$ cat config.mk
export PLATFORM = sky130hd
export DESIGN_NAME = uart_rx_fifo
export DESIGN_NICKNAME = d
export VERILOG_FILES = /design/src/rtl/uart_pkg.sv /design/src/rtl/byte_fifo.sv /design/src/rtl/uart_rx_fifo.sv
export SDC_FILE = /design/constraint.sdc
export NUM_CORES = 1
export LEC_CHECK = 0
export ABC_AREA = 0
export BUFFER_PORTS_ARGS = -buffer_cell sky130_fd_sc_hd__clkbuf_2
export CAP_MARGIN = 30
export CELL_PAD_IN_SITES_DETAIL_PLACEMENT = 0
export CELL_PAD_IN_SITES_GLOBAL_PLACEMENT = 1
export CORE_MARGIN = 3
export CORE_UTILIZATION = 35
export CTS_BUF_LIST = sky130_fd_sc_hd__clkbuf_4 sky130_fd_sc_hd__clkbuf_8
export DETAILED_ROUTE_END_ITERATION = 16
export PLACE_DENSITY = 0.69
export SLEW_MARGIN = 10
export SYNTH_ARGS = -nofsm -noshare
export SYNTH_HDL_FRONTEND = slang
export SYNTH_SLANG_ARGS = --single-unit
$ cat constraint.sdc
create_clock -name clk -period 2.7 [get_ports clk]
set_clock_uncertainty 0.15 [all_clocks]
set_input_delay 0.135 -clock clk [delete_from_list [all_inputs] [get_ports clk]]
set_output_delay 0.135 -clock clk [all_outputs]
set_load 0.01 [all_outputs]
$ cat src/rtl/uart_pkg.sv
// Shared UART definitions: FSM state encoding, default line settings and the
// oversample tick divisor used by the receive and transmit blocks.
package uart_pkg;

    typedef enum logic [2:0] {
        ST_IDLE,
        ST_START,
        ST_DATA,
        ST_STOP,
        ST_WAIT_IDLE
    } uart_state_e;

    localparam int unsigned DEF_CLK_HZ = 100_000_000;
    localparam int unsigned DEF_BAUD   = 115_200;

    // Integer-truncated clocks per oversample tick.
    function automatic int unsigned calc_tick_div(input int unsigned clk_hz,
                                                  input int unsigned baud,
                                                  input int unsigned oversample);
        return clk_hz / (baud * oversample);
    endfunction

endpackage

$ cat src/rtl/byte_fifo.sv
// First-word-fall-through FIFO with wrap-bit pointers; reports a one-cycle
// overrun pulse when a write is refused because the FIFO is full.
module byte_fifo #(
    parameter int unsigned WIDTH = 8,
    parameter int unsigned DEPTH = 4
) (
    input  logic                     clk,
    input  logic                     reset,
    input  logic                     wr_en,
    input  logic [WIDTH-1:0]         wr_data,
    output logic [WIDTH-1:0]         rd_data,
    output logic                     rd_valid,
    input  logic                     rd_ready,
    output logic [$clog2(DEPTH):0]   count,
    output logic                     overrun
);
    localparam int unsigned AW = $clog2(DEPTH);

    logic [DEPTH-1:0][WIDTH-1:0] mem;
    logic [AW:0]                 wr_ptr, rd_ptr;
    logic                        empty, full, do_pop, do_push;

    assign empty   = (wr_ptr == rd_ptr);
    assign full    = (wr_ptr[AW] != rd_ptr[AW]) && (wr_ptr[AW-1:0] == rd_ptr[AW-1:0]);
    assign do_pop  = !empty && rd_ready;
    // A pop in the same cycle frees the slot, so a full FIFO still accepts.
    assign do_push = wr_en && (!full || do_pop);

    assign rd_data  = mem[rd_ptr[AW-1:0]];
    assign rd_valid = !empty;
    assign count    = wr_ptr - rd_ptr;

    always_ff @(posedge clk) begin
        if (reset) begin
            mem     <= '0;
            wr_ptr  <= '0;
            rd_ptr  <= '0;
            overrun <= 1'b0;
        end else begin
            overrun <= wr_en && full && !do_pop;
            if (do_push) begin
                mem[wr_ptr[AW-1:0]] <= wr_data;
                wr_ptr              <= wr_ptr + 1'b1;
            end
            if (do_pop)
                rd_ptr <= rd_ptr + 1'b1;
        end
    end

endmodule

$ cat src/rtl/uart_rx_fifo.sv
// 8N1 UART receiver: rxd synchroniser, oversample tick generator and framing
// FSM feeding a byte FIFO drained by a valid/ready consumer.
module uart_rx_fifo
    import uart_pkg::*;
#(
    parameter int unsigned CLK_HZ     = DEF_CLK_HZ,
    parameter int unsigned BAUD       = DEF_BAUD,
    parameter int unsigned OVERSAMPLE = 16,
    parameter int unsigned FIFO_DEPTH = 4
) (
    input  logic                          clk,
    input  logic                          reset,
    input  logic                          rxd,
    output logic [7:0]                    rx_data,
    output logic                          rx_valid,
    input  logic                          rx_ready,
    output logic [$clog2(FIFO_DEPTH):0]   rx_count,
    output logic                          frame_err,
    output logic                          overrun,
    output logic                          busy
);
    localparam int unsigned TICK_DIV = calc_tick_div(CLK_HZ, BAUD, OVERSAMPLE);
    localparam int unsigned TW       = $clog2(TICK_DIV + 1);
    localparam int unsigned OW       = $clog2(OVERSAMPLE);

    uart_state_e   state;
    logic          sync1, rxs;
    logic [TW-1:0] tcnt;
    logic          tick;
    logic [OW-1:0] scnt;
    logic [2:0]    bit_idx;
    logic [7:0]    shreg;
    logic          stop_sample, push;

    always_ff @(posedge clk) begin
        if (reset) begin
            sync1 <= 1'b1;
            rxs   <= 1'b1;
        end else begin
            sync1 <= rxd;
            rxs   <= sync1;
        end
    end

    assign tick = (tcnt == TW'(TICK_DIV - 1));

    // Restarting on start-edge detection aligns tick phase to the frame.
    always_ff @(posedge clk) begin
        if (reset)
            tcnt <= '0;
        else if ((state == ST_IDLE && !rxs) || tick)
            tcnt <= '0;
        else
            tcnt <= tcnt + 1'b1;
    end

    // The byte is pushed on the same edge the stop bit is sampled high.
    assign stop_sample = (state == ST_STOP) && tick && (scnt == OW'(OVERSAMPLE - 1));
    assign push        = stop_sample && rxs;

    always_ff @(posedge clk) begin
        if (reset) begin
            state     <= ST_IDLE;
            scnt      <= '0;
            bit_idx   <= '0;
            shreg     <= '0;
            frame_err <= 1'b0;
        end else begin
            frame_err <= 1'b0;
            case (state)
                ST_IDLE: begin
                    if (!rxs) begin
                        state <= ST_START;
                        scnt  <= '0;
                    end
                end
                ST_START: begin
                    if (tick) begin
                        if (scnt == OW'(OVERSAMPLE/2 - 1)) begin
                            scnt    <= '0;
                            bit_idx <= '0;
                            state   <= rxs ? ST_IDLE : ST_DATA;
                        end else begin
                            scnt <= scnt + 1'b1;
                        end
                    end
                end
                ST_DATA: begin
                    if (tick) begin
                        if (scnt == OW'(OVERSAMPLE - 1)) begin
                            scnt           <= '0;
                            shreg[bit_idx] <= rxs;
                            if (bit_idx == 3'd7)
                                state <= ST_STOP;
                            else
                                bit_idx <= bit_idx + 1'b1;
                        end else begin
                            scnt <= scnt + 1'b1;
                        end
                    end
                end
                ST_STOP: begin
                    if (tick) begin
                        if (scnt == OW'(OVERSAMPLE - 1)) begin
                            scnt <= '0;
                            if (rxs) begin
                                state <= ST_IDLE;
                            end else begin
                                frame_err <= 1'b1;
                                state     <= ST_WAIT_IDLE;
                            end
                        end else begin
                            scnt <= scnt + 1'b1;
                        end
                    end
                end
                ST_WAIT_IDLE: begin
                    if (rxs)
                        state <= ST_IDLE;
                end
                default: state <= ST_IDLE;
            endcase
        end
    end

    assign busy = (state != ST_IDLE);

    byte_fifo #(
        .WIDTH (8),
        .DEPTH (FIFO_DEPTH)
    ) u_fifo (
        .clk      (clk),
        .reset    (reset),
        .wr_en    (push),
        .wr_data  (shreg),
        .rd_data  (rx_data),
        .rd_valid (rx_valid),
        .rd_ready (rx_ready),
        .count    (rx_count),
        .overrun  (overrun)
    );

endmodule

[Yosys cells after proc, flatten, opt, wreduce, memory -nomap -nowiden]
Cells that the tools add are included.
Word-level totals
  register bits: 66
  bits of input ports: 4
  output and inout bits: 15
  word-level logic and storage cells: 112
Cells by class
  add/sub/neg operators: 6
  $lt $le $gt $ge: 5
  equality and inequality tests: 22
  mux-type cells: 33
  bitwise operators: 3
  reductions and logical operators: 28
Operators by type and width (count)
  3-bit 2-to-1 mux: 15
  32-bit bitwise mux: 1
  4-bit 2-to-1 mux: 5
  2-bit != test, second input constant: 9
  8-bit binary-select mux with 2-bit select: 1
  8-bit demux with 2-bit select: 1
  8-bit 2-to-1 mux: 2
  3-bit case mux with 5 select lines: 1
  4-bit case mux with 3 select lines: 1
  1-bit logical AND: 11
  3-bit by 1-bit adder with 3-bit output, second input constant: 3
  9-bit AND reduction: 1
  8-bit bitwise mux: 1
  6-bit by 1-bit adder with 6-bit output, second input constant: 1
  3-bit by 2-bit == test with 1-bit output, second input constant: 2
  3-bit == test, second input constant: 2
  6-bit == test, second input constant: 1
  2-bit by 3-bit < comparator with 1-bit output, second input constant: 2
  3-bit case mux with 2 select lines: 1
  6-bit AND reduction: 1
  3-bit nonzero test: 2
  4-bit by 1-bit adder with 4-bit output, second input constant: 1
  4-bit by 3-bit == test with 1-bit output, second input constant: 1
  4-bit == test, second input constant: 1
  other kinds (21): 30

[Longest topological paths before layout]
Gate-level depths: netlist (run 1).
  depth after elaboration: 6
  gate-level depth with buffers: 9
  gate-level depth less buffers: 6

[Hierarchy]
A second synthesis (run 1) with hierarchy kept.
Unflattened totals
  cell total of the unflattened synthesis: 336
  area total of the unflattened synthesis: 3289.4 µm²
By module, submodules not included
  byte_fifo: instances 1, cells an instance 175, area each 1860.5 µm², sequential area each 780.7 µm²
  uart_rx_fifo: instances 1, cells an instance 161, area each 1428.9 µm², sequential area each 540.5 µm²

[Least setup slack after synthesis (run 1)]
Ideal clock, no wire load.
  path type: register -> register
  from: reg u_fifo.rd_ptr[1]
  to: reg u_fifo.wr_ptr[2]
  setup time: 0.121 ns
  data arrival time: 2.181 ns
  required time: 2.429 ns
  path slack: 0.248 ns
  cell stages (with the launch flop): 10
  path buffers: 3
  clock period less this slack: 2.452 ns
  cell sequence: dfxtp_1 clkbuf_1 inv_1 ha_1 nand2_1 or3_1 clkbuf_2 nand3_2 buf_6 mux2_4
On the way
  longest elaborated chain between the ends: 5
  elaborated cells on any way between the ends: 8
  those cells by class: eq/ne: 2; reduce/logical: 6
RTL lines
  start, declared: line byte_fifo.sv:20  | logic [AW:0] wr_ptr, rd_ptr;
  start signal, assigned: line byte_fifo.sv:46  | rd_ptr <= rd_ptr + 1'b1;
  3-bit == test or 2-bit == test (tied branches): line byte_fifo.sv:23, byte_fifo.sv:24
  1-bit zero test or 1-bit logical AND (tied branches): line byte_fifo.sv:25, byte_fifo.sv:24
  1-bit logical AND or 1-bit zero test (tied branches): line byte_fifo.sv:25, byte_fifo.sv:27
  1-bit logical OR *: line byte_fifo.sv:27  | assign do_push = wr_en && (!full || do_pop);
  1-bit logical AND *: line byte_fifo.sv:27
  end signal, assigned: line byte_fifo.sv:43  | wr_ptr <= wr_ptr + 1'b1;
  end, declared: line byte_fifo.sv:20
Mark *: on every way between the ends. The rest lies on a longest branch, timed or not.
A chain may end at the register's enable or synchronous reset.

[Worst setup path after layout (run 1)]
  from: reg u_fifo.wr_ptr[0]
  to: reg u_fifo.mem[30] in the netlist's numbering
On the way
  longest elaborated chain between the ends: 5
  elaborated cells on any way between the ends: 14
  those cells by class: order compare: 2; eq/ne: 2; mux: 3; reduce/logical: 7
RTL lines
  2-bit by 3-bit < comparator with 1-bit output (not written as such) (tied with other cells): line byte_fifo.sv:42  | mem[wr_ptr[AW-1:0]] <= wr_data;
  1-bit logical AND (not written as such) (tied with other cells): line byte_fifo.sv:42
  8-bit 2-to-1 mux (not written as such) (tied with other cells): line byte_fifo.sv:42
  8-bit demux with 2-bit select or 1-bit logical OR (tied branches)
  32-bit bitwise mux or 1-bit logical AND (tied branches): line byte_fifo.sv:42, byte_fifo.sv:27
  end signal, assigned by index: line byte_fifo.sv:42
  end, declared: line byte_fifo.sv:19  | logic [DEPTH-1:0][WIDTH-1:0] mem;
Several ways; a longest one is shown, not always the timed one.

==> results of run 1 <==
## registers in the layout, indices dropped and copies added, names as in the netlist
signal,count
u_fifo.mem,32
scnt,4
u_fifo.overrun,1
tcnt,6
u_fifo.wr_ptr,3
state,3
bit_idx,3
frame_err,1
sync1,1
rxs,1
u_fifo.rd_ptr,3
shreg,8
## cell type report
type | instances | area [um^2]
Sequential cell | 66 | 1321
Clock buffer | 10 | 137.6
Fill cell | 882 | 5164
Tap cell | 108 | 135.1
Clock inverter | 6 | 112.6
Multi-Input combinational cell | 238 | 1763
Timing Repair Buffer | 27 | 162.7
Inverter | 14 | 52.55
## cell usage after synthesis, drive strengths merged, types with 2 or more instances
cell type  instances  area share (%)
dfxtp             66              41
nand4              5             1.2
mux2i             33              10
nor2b              4            0.78
and4b              2            0.66
nor3               3            0.47
buf                7             1.4
xor2               5             1.4
nand2b             2            0.39
o21ai             14             2.2
clkbuf            10             1.2
nand3             18             3.4
nor2              17             2.0
inv               13             1.5
a31oi              2            0.39
or2                4            0.78
or3                9             1.9
mux2               2            0.93
xnor2              5             1.4
ha                12             4.7
a21oi             17             2.6
nand2             50             5.8
nor4               4             1.2
nor3b              3            0.70
mux4               8             5.6
nand4b             2            0.54
## worst max-delay path by stage
stage | slack, ns | from | endpoint | depth (start not counted)
after floorplan | 0.25 | u_fifo.rd_ptr[1]$_SDFFE_PP0P_ | u_fifo.wr_ptr[2]$_SDFFE_PP0P_ | 9
after global placement | 0.55 | u_fifo.wr_ptr[0]$_SDFFE_PP0P_ | u_fifo.mem[24]$_SDFFE_PP0P_ | 7
after detailed placement | 0.52 | u_fifo.wr_ptr[0]$_SDFFE_PP0P_ | u_fifo.mem[30]$_SDFFE_PP0P_ | 7
final | 0.50 | u_fifo.wr_ptr[0]$_SDFFE_PP0P_ | u_fifo.mem[30]$_SDFFE_PP0P_ | 7
after global routing | 0.35 | u_fifo.wr_ptr[0]$_SDFFE_PP0P_ | u_fifo.mem[27]$_SDFFE_PP0P_ | 7
after CTS | 0.49 | u_fifo.wr_ptr[0]$_SDFFE_PP0P_ | u_fifo.mem[30]$_SDFFE_PP0P_ | 7
## power breakdown
part	internal (mW)	switching [mW]	total (mW)
Clock	0.642	0.393	1.03
Sequential	0.979	0.00842	0.987
Combinational	0.0208	0.0379	0.0586
## stage by stage
step           area, um^2  hold slack [ns]
2_1_floorplan        3222          0.08881
3_3_place_gp         3415           0.1705
3_5_place_dp         3415           0.1748
4_1_cts              3685           0.1172
5_1_grt              3685           0.1289
6_report             3685           0.1236
## cell usage in the layout (no fill, tap or decap), types with 4 or more instances in the layout
| cell | n |
|---|---|
| a21oi_1 | 17 |
| buf_4 | 7 |
| clkbuf_2 | 18 |
| clkbuf_8 | 10 |
| dfxtp_1 | 66 |
| ha_1 | 12 |
| inv_1 | 13 |
| mux2i_1 | 33 |
| mux4_2 | 8 |
| nand2_1 | 50 |
| nand3_1 | 14 |
| nand3_2 | 4 |
| nand4_1 | 4 |
| nor2_1 | 17 |
| nor2b_1 | 4 |
| o21ai_0 | 14 |
| or2_2 | 4 |
| or3_1 | 8 |
| xnor2_1 | 5 |
| xor2_1 | 5 |
## critical path: stages, from the launching register on
cell     delay [ns]
dfxtp_1        0.40
inv_1          0.11
ha_1           0.33
nand2_1        0.12
or3_1          0.46
nand3_2        0.15
buf_4          0.21
mux2i_1        0.19
## cell families after synthesis
family                     after synthesis  share of synthesized area, %
xor gates and xnor gates                10                         2.718
buffers and inverters                   31                         4.271
DFF                                     66                         41.01
muxes                                   43                         16.78
and+or+nand+nor                        129                         21.48
adders and majority gates               13                         5.281
AOI/OAI and AO/OA                       43                         8.467
## timing repair
| action | in CTS | in global routing |
|---|---|---|
| hold buffers | 2 | 0 |
| hold endpoints to repair | 2 | 0 |
| resized for setup | 0 | 0 |
## layer usage
layer	share of wire [%]	up-vias	routed length, um	GRT usage [%]
li1	-	1222	-	-
met1	49	1125	3276	19.07
met2	45	40	2988	21.98
met3	3.6	10	238	4.096
met4	1.8	0	121	5.752
met5	0	-	0	0
==> run_results.csv, run 1 <==
group,metric,value,unit
timing,worst_slew_margin_rel,50.22,%
global_route,global_route_total_usage_across_every_layer,14.33,%
clock_network,clock-root-buffer,"clkbuf_8",
yosys,synth_top_flop_cell,"dfxtp_1",
worst_setup_path,r2r_endpoint,"u_fifo.mem[30]$_SDFFE_PP0P_",
floorplan,die_height,101.9,um
timing,grt_setup_unrepaired,"no",
flow_run,maxCapViolCount,0,
timing,max_clock_freq,454.4,MHz
power,vdd.ir_drop.worst,0.3435,mV
placement,hpwlAfterDp,4.647,mm
placement,dpl_worst_slack,0.5201,ns
detailed_routing,detailroute.via_count,2397,
finish,final_util,41.64,%
yosys,post_synth.cell_area_avg,9.617,um^2
worst_setup_path,cp_data_arrival_time,2.33,ns
clock_network,htree_levels,3,
yosys,synth_enable_flop_cells,0,
finish,post_layout_nonfiller_instances,469,
yosys,asyncSetResetFlopFracSynth,0,%
yosys,netlist_instances,335,
floorplan,die_w,101.9,um
timing,final_period_minus_worst_setup_slack,2.201,ns
yosys,netlist_area_pre_place,3222,um^2
detailed_routing,drcViolationCount,0,
timing,count_of_final_hold_check_violations,0,
global_route,global_route_wire_length_before_repair,11.60,mm
floorplan,floorplan.rows,34,
worst_hold_path,min_path_cells,3,
timing,final_critical_path_share_of_the_clock_period,81.51,%
worst_hold_path,hold_start,"reset",
finish,area_growth,14.37,%
worst_hold_path,hold_path_class,"in2reg",
floorplan,core_area,8848,um^2
worst_setup_path,worstReg2RegStart,"u_fifo.wr_ptr[0]$_SDFFE_PP0P_",
worst_setup_path,r2r_setup_slack,0.50,ns
yosys,synth.yosys.warnings,0,
yosys,ys_types,53,
yosys,postSynthNetCount,352,
floorplan,floorplan.initialDensity,36.41,%
yosys,postSynthRegisterBits,66,
global_route,grt_overflow_total,0,
power,power.density_cell_area,564.6,nW/um^2
global_route,maximum_number_of_pins_on_one_net_before_global_route_repair,32,
clock_network,cts_made_buffers,9,
placement,number_of_i_o_port_buffers,18,
yosys,register_area_share_after_synthesis,41.01,%
clock_network,cts_tree,"done",
timing,slew_viol_final,0,
power,post-layout-total-power,2.080,mW
global_route,first_global_vias,2321,
detailed_routing,viasPerCell,5.111,
clock_network,cts_buffer_depth,2,
worst_setup_path,crit_path_max_fanout,8,
placement,placed_cells_incl_taps,451,
clock_network,clock_insertion_delay_worst_skew,0.35,ns
worst_setup_path,worst_setup_path_end_kind,"flip-flop",
detailed_routing,drtPass1Iterations,5,
finish,fin_nets,373,
global_route,antenna_found_initial,0,
worst_hold_path,worstHoldEndpoint,"u_fifo.rd_ptr[2]$_SDFFE_PP0P_",
detailed_routing,drt-wirelength-per-cell,14.12,um
detailed_routing,wirelength,6.624,mm
floorplan,io-pin-count,19,
worst_setup_path,required,2.83,ns
clock_network,clkSinkCount,66,
clock_network,post_cts.repair.setup_buffers,0,
power,leakagePower,1.555,nW
detailed_routing,detail-route-antenna-nets,0,
timing,postLayoutSetupSlackWorst,0.4992,ns
timing,final.setup.tns,0,ns
timing,finalSetupViolations,0,
timing,timing_worst_slew_pin_value,0.7421,ns
worst_setup_path,reg2reg_depth,7,
worst_setup_path,crit_path_start_kind,"flip-flop",
finish,drive_gt1_share,18.84,%
finish,n_diodes,0,
placement,final_wtd_congestion,0.7348,
worst_setup_path,crit_type,"reg2reg",
clock_network,clk_transition_reported_paths,0.08,ns
detailed_routing,initialDrtViolationCount,85,
floorplan,die_footprint,10390,um^2
run_status,run_status,"complete, no violations",
No activity file was read; power rests on OpenSTA's default activity.
==> run 2: changes to the inputs <==
- ABC_AREA: 0 -> 1
- PLACE_DENSITY: 0.69 -> 0.76
- clock period: 2.7 -> 1.8 ns (I/O delays scaled with it)
==> run_results.csv, run 2 <==
group,metric,value,unit
yosys,postSynthNetCount,518,
yosys,synth_largest_type_area_fraction,38.57,%
worst_setup_path,critical_path.n_buffers_inverters,2,
timing,grt_setup_unrepaired,"yes",
global_route,maximum_number_of_pins_on_one_net_before_global_route_repair,33,
yosys,netlist_area_pre_place,3426,um^2
worst_setup_path,critical_path.top_delay_family,"simple AND/OR/NAND/NOR gates",
yosys,synth.cells.most_frequent,"nor2_1, nand2_1, dfxtp_1",
finish,largest_reg_flops,32,
timing,timing_worst_slew_pin_value,0.3498,ns
timing,final_critical_path_share_of_the_clock_period,98.84,%
worst_setup_path,worst_setup_path_end_kind,"flip-flop",
power,vdd.ir_drop.worst,0.3756,mV
global_route,gr-usage-met2,25.25,%
clock_network,clkSinkCount,66,
worst_setup_path,cpPeakStageDelay,0.33,ns
clock_network,clock-root-buffer,"clkbuf_8",
detailed_routing,drcViolationCount,0,
global_route,antenna_found_initial,0,
global_route,grt.met1_usage,18.85,%
detailed_routing,initialDrtViolationCount,118,
yosys,cell_type_contributing_the_most_total_cell_area_after_synthesis,"dfxtp_1",
finish,most_frequent_standard_cell_in_the_layout_excluding_fill_and_tap_cells,"nor2_1",
worst_setup_path,slowest_stage,"dfxtp_2",
detailed_routing,viasPerCell,4.824,
global_route,first_global_vias,2883,
yosys,yosys.cell_count.top_type,"nor2_1",
worst_setup_path,path_common_cell,"nand3_4",
worst_setup_path,required,1.89,ns
finish,n_diodes,0,
clock_network,clock_insertion_delay_worst_skew,0.34,ns
yosys,synth.area.top_cells,"dfxtp_1, nor2_1, nand2_1, nand3_1, a21oi_1",
finish,layout_common_cells,"nor2_1, nand2_1, dfxtp_1, a21oi_1, nand3_1",
floorplan,io-pin-count,19,
timing,count_of_final_hold_check_violations,0,
floorplan,die_footprint,11010,um^2
timing,finalSetupViolations,0,
yosys,asyncSetResetFlopFracSynth,0,%
floorplan,die_w,104.9,um
worst_setup_path,cp-startpoint,"tcnt[1]$_SDFF_PP0_",
yosys,ys_types,33,
timing,worst_slew_margin_rel,76.68,%
yosys,synth_enable_flop_cells,0,
detailed_routing,wirelength,8.584,mm
timing,final_period_minus_worst_setup_slack,1.779,ns
clock_network,cts_buffer_depth,2,
global_route,groute.layer.met3.usage,2.779,%
yosys,synth_top_flop_cell,"dfxtp_1",
timing,fin_hold_ws,0.2635,ns
worst_setup_path,crit_path_max_fanout,8,
finish,drive_gt1_share,21.86,%
finish,area_growth,26.19,%
flow_run,maxCapViolCount,0,
timing,final.setup.tns,0,ns
yosys,netlist_instances,501,
run_status,run_status,"complete, no violations",
floorplan,floorplan.initialDensity,36.56,%
placement,number_of_i_o_port_buffers,18,
global_route,global_route_wire_length_before_repair,13.53,mm
power,leakagePower,1.880,nW
finish,register_with_the_most_flip_flops,"u_fifo.mem",
placement,final_wtd_congestion,0.8248,
clock_network,cts_made_buffers,9,
global_route,global_route_total_usage_across_every_layer,14.82,%
worst_hold_path,hold_start,"sync1$_SDFF_PP1_",
worst_setup_path,cp_data_arrival_time,1.87,ns
finish,largest_registers,"u_fifo.mem: 32 flops, shreg: 8 flops, tcnt: 6 flops",
yosys,synth.yosys.warnings,0,
worst_hold_path,hold_path_class,"reg2reg",
detailed_routing,detail-route-antenna-nets,0,
yosys,post_synth.cell_area_avg,6.838,um^2
timing,max_clock_freq,562.0,MHz
clock_network,clk_transition_reported_paths,0.08,ns
worst_setup_path,crit_type,"reg2reg",
floorplan,floorplan.rows,35,
power,power.density_cell_area,847.4,nW/um^2
yosys,register_area_share_after_synthesis,38.57,%
yosys,postSynthRegisterBits,66,
placement,hpwlAfterDp,5.469,mm
worst_setup_path,crit_path_start_kind,"flip-flop",
detailed_routing,drtPass1Iterations,4,
finish,fin_nets,561,
clock_network,cts_tree,"done",
floorplan,die_height,104.9,um
clock_network,htree_levels,3,
power,post-layout-total-power,3.663,mW
timing,slew_viol_final,0,
worst_setup_path,critical_path.cell_chain,"inv_2 -> ha_4 -> nand3_4 -> nor2_8 -> nand3_4 -> nor2_4 -> clkbuf_16 -> nand3_2 -> nand2_1 -> nor2_1",
detailed_routing,drt-wirelength-per-cell,12.66,um
worst_setup_path,worstReg2RegStart,"tcnt[1]$_SDFF_PP0_",
global_route,grt_busiest_layer,"met2",
floorplan,core_area,9371,um^2
global_route,grt_overflow_total,0,
detailed_routing,detailroute.via_count,3271,
## run 2: cell types whose count changed in the layout (fill, tap and decap cells not counted), moves of 12 or more
cell,change
nor2_1,+90
nand2_1,+49
mux2i_1,-33
a21oi_1,+23
nand3_1,+21
inv_1,+19
buf_4,+16
nand3_2,+12
## run 2: what timing repair did
action,4_1_cts,5_1_grt
gates cloned,0,3
gates resized for setup,10,49
setup endpoints to repair,10,52
pin swaps,1,8
hold endpoints to repair,5,0
hold buffers,4,0
buffers inserted,1,5
## run 2: worst register-to-register path: cells and delay by family, from the launching register on
kind                     cells  cell delay [ns]
adder cells (fa/ha/maj)      1             0.13
buffers and inverters        2             0.30
flip-flops                   1             0.33
AND/OR/NAND/NOR              7             0.78
## run 2: routing by layer
metal  routed length [um]  up-vias
met2                 4211       61
li1                     -     1702
met5                    0        -
met1                 3979     1498
met4                  104        0
met3                  289       10
## run 2: logic make-up after synthesis
group / after synthesis / share of synthesized area [%]
buffers and inverters: 64 / 8.619
adders and majority gates: 13 / 4.967
xor gates and xnor gates: 4 / 1.023
and+or+nand+nor: 279 / 35.35
DFF: 66 / 38.57
AOI/OAI and AO/OA: 75 / 11.47
## run 2: area by class of cell
| type | count | area [um^2] |
|---|---|---|
| inverter | 41 | 156.4 |
| sequential | 66 | 1336 |
| fill | 949 | 5049 |
| clock inverter | 4 | 50.05 |
| tap | 129 | 161.4 |
| clock buffer | 12 | 158.9 |
| timing repair buffer | 55 | 478.0 |
| multi-input combinational | 371 | 1982 |
## run 2: path summary, 6_finish.rpt
check                                                    to  slack (ns)  cells after the start
worst max register to register  u_fifo.mem[10]$_SDFFE_PP0P_        0.02                     10
worst min register to register               rxs$_SDFF_PP1_        0.26                      1
worst max-delay path            u_fifo.mem[10]$_SDFFE_PP0P_        0.02                     10
worst min-delay path                         rxs$_SDFF_PP1_        0.26                      1
## run 2: report_power, final
| part | switching, mW | internal (mW) |
|---|---|---|
| Sequential | 0.0555 | 1.51 |
| Clock | 0.599 | 0.729 |
| Combinational | 0.475 | 0.296 |
## run 2: stage by stage
stage	setup WS, ns	utilization, %	std cells	cell area (um^2)
2_1_floorplan	0.007146	-	501	3428
3_3_place_gp	0.08344	40.08	649	3756
3_5_place_dp	0.03254	40.08	649	3756
4_1_cts	0.002179	43.18	670	4046
5_1_grt	-0.07455	46.13	678	4323
6_report	0.02079	46.13	678	4323
==> run 3: changes to the inputs <==
- CORE_UTILIZATION: 35 -> 41
- GPL_TIMING_DRIVEN: not set -> 0
- PLACE_DENSITY: 0.76 -> 0.86
- SKIP_CTS_REPAIR_TIMING: not set -> 1
==> run_results.csv, run 3 (same netlist as run 2, synthesis figures left out) <==
group,metric,value,unit
run_status,run_status,"finished with violations",
run_status,violations,"setup timing",
finish,final_util,57.28,%
power,seq_power_share,42.1,%
placement,number_of_i_o_port_buffers,18,
power,leakagePower,1.966,nW
clock_network,clock_insertion_delay_worst_skew,0.34,ns
worst_setup_path,slowest_stage,"fa_2",
worst_setup_path,crit_path_max_fanout,10,
detailed_routing,drcViolationCount,0,
global_route,global_route_wire_length_before_repair,13.88,mm
worst_setup_path,cp_data_arrival_time,1.61,ns
detailed_routing,initialDrtViolationCount,110,
global_route,global_route_total_usage_across_every_layer,17.70,%
timing,grt_setup_unrepaired,"yes",
power,power.density_cell_area,825.7,nW/um^2
clock_network,cts_tree,"done",
timing,final_critical_path_share_of_the_clock_period,102.6,%
timing,slew_viol_final,0,
placement,final_wtd_congestion,0.8064,
floorplan,io-pin-count,19,
floorplan,floorplan.initialDensity,43.21,%
finish,n_diodes,0,
power,post-layout-total-power,3.749,mW
clock_network,cts_made_buffers,9,
finish,stdcell_area,4541,um^2
detailed_routing,drtPass1Iterations,4,
timing,max_clock_freq,541.5,MHz
worst_setup_path,required,1.56,ns
worst_setup_path,worst_setup_path_end_kind,"primary output",
flow_run,maxCapViolCount,0,
floorplan,die_w,97.41,um
detailed_routing,drt-wirelength-per-cell,13.54,um
finish,register_with_the_most_flip_flops,"u_fifo.mem",
global_route,antenna_found_initial,0,
floorplan,die_footprint,9489,um^2
placement,place_area,3646,um^2
worst_setup_path,crit_type,"reg2out",
worst_setup_path,cpPeakStageDelay,0.58,ns
detailed_routing,wirelength,9.007,mm
timing,finalSetupViolations,2,
floorplan,floorplan.rows,32,
clock_network,clkSinkCount,66,
finish,largest_registers,"u_fifo.mem: 32 flops, shreg: 8 flops, tcnt: 6 flops",
detailed_routing,viasPerCell,5.050,
placement,hpwlAfterDp,5.942,mm
global_route,grt_overflow_total,0,
finish,largest_reg_flops,32,
timing,timing_worst_slew_pin_value,0.5865,ns
finish,layout_common_cells,"nor2_1, nand2_1, dfxtp_1, inv_1, nand3_2",
finish,area_growth,32.54,%
timing,worst_slew_margin_rel,60.90,%
clock_network,htree_levels,3,
global_route,first_global_vias,2905,
power,p_int,2.604,mW
worst_hold_path,hold_path_class,"in2reg",
finish,fin_nets,575,
power,vdd.ir_drop.worst,0.5463,mV
global_route,maximum_number_of_pins_on_one_net_before_global_route_repair,13,
clock_network,cts_buffer_depth,2,
timing,final_period_minus_worst_setup_slack,1.847,ns
timing,count_of_final_hold_check_violations,0,
finish,most_frequent_standard_cell_in_the_layout_excluding_fill_and_tap_cells,"nor2_1",
detailed_routing,detail-route-antenna-nets,0,
detailed_routing,detailroute.via_count,3358,
finish,drive_gt1_share,28.77,%
timing,postLayoutSetupSlackWorst,-0.04678,ns
power,clock_power_share,37.6,%
clock_network,clk_transition_reported_paths,0.08,ns
power,power.share.combinational,20.3,%
power,power.share.switching,30.55,%
power,power.net_switching,1.145,mW
worst_setup_path,crit_path_start_kind,"flip-flop",
worst_setup_path,critical_path.cell_chain,"buf_4 -> fa_2 -> inv_2 -> buf_6",
clock_network,clock-root-buffer,"clkbuf_8",
floorplan,die_height,97.41,um
floorplan,core_area,7928,um^2
## run 3: through the flow
stage	cells	worst slack [ns]	setup TNS [ns]	hold WS, ns
floorplan	501	0.007146	0	0.009066
global placement	621	-0.3455	-11.33	0.1243
detailed placement	621	-0.3653	-12.04	0.1397
CTS	637	-0.4679	-16.55	-0.2218
global route	665	-0.1164	-1.839	0.1107
finish	665	-0.04678	-0.08232	0.06151
## run 3: final timing paths
check                                     end  cells past startpoint  slack, ns                          start
hold / removal             tcnt[1]$_SDFF_PP0_                      4       0.06                          reset
setup reg to reg  u_fifo.mem[27]$_SDFFE_PP0P_                     10       0.02             tcnt[1]$_SDFF_PP0_
setup / recovery                  rx_count[1]                      4      -0.05  u_fifo.rd_ptr[1]$_SDFFE_PP0P_
hold reg to reg                rxs$_SDFF_PP1_                      1       0.27               sync1$_SDFF_PP1_
## run 3: layout make-up
type	instances	area [um^2]
plain buffers	20	153.9
clock buffers	10	131.4
clock inverters	6	91.34
fillers	727	3387
inverters	41	165.2
multi-input cells	372	2127
flip-flops and latches	66	1339
well taps	102	127.6
repair buffers	48	405.4
## run 3: layer usage
layer / track usage [%] / share of wire, %
met1: 23.98 / 44
met2: 27.83 / 50
met3: 3.805 / 4.0
met4: 6.177 / 1.6
met5: 0 / 0
## run 3: power groups by stage
stage | registers (mW) | logic (mW) | clock network (mW)
final | 1.58 | 0.760 | 1.41
after global routing | 1.59 | 0.869 | 1.52
after CTS | 1.57 | 0.657 | 1.43
after detailed placement | 1.60 | 0.655 | 0
after global placement | 1.60 | 0.655 | 0
after floorplan | 1.59 | 0.490 | 0
## run 3: worst max-delay path, delay by kind of cell, from the launching register on
| kind | cells | cell delay (ns) |
|---|---|---|
| buffers and inverters | 3 | 0.33 |
| adders and majority gates | 1 | 0.58 |
| DFF | 1 | 0.37 |
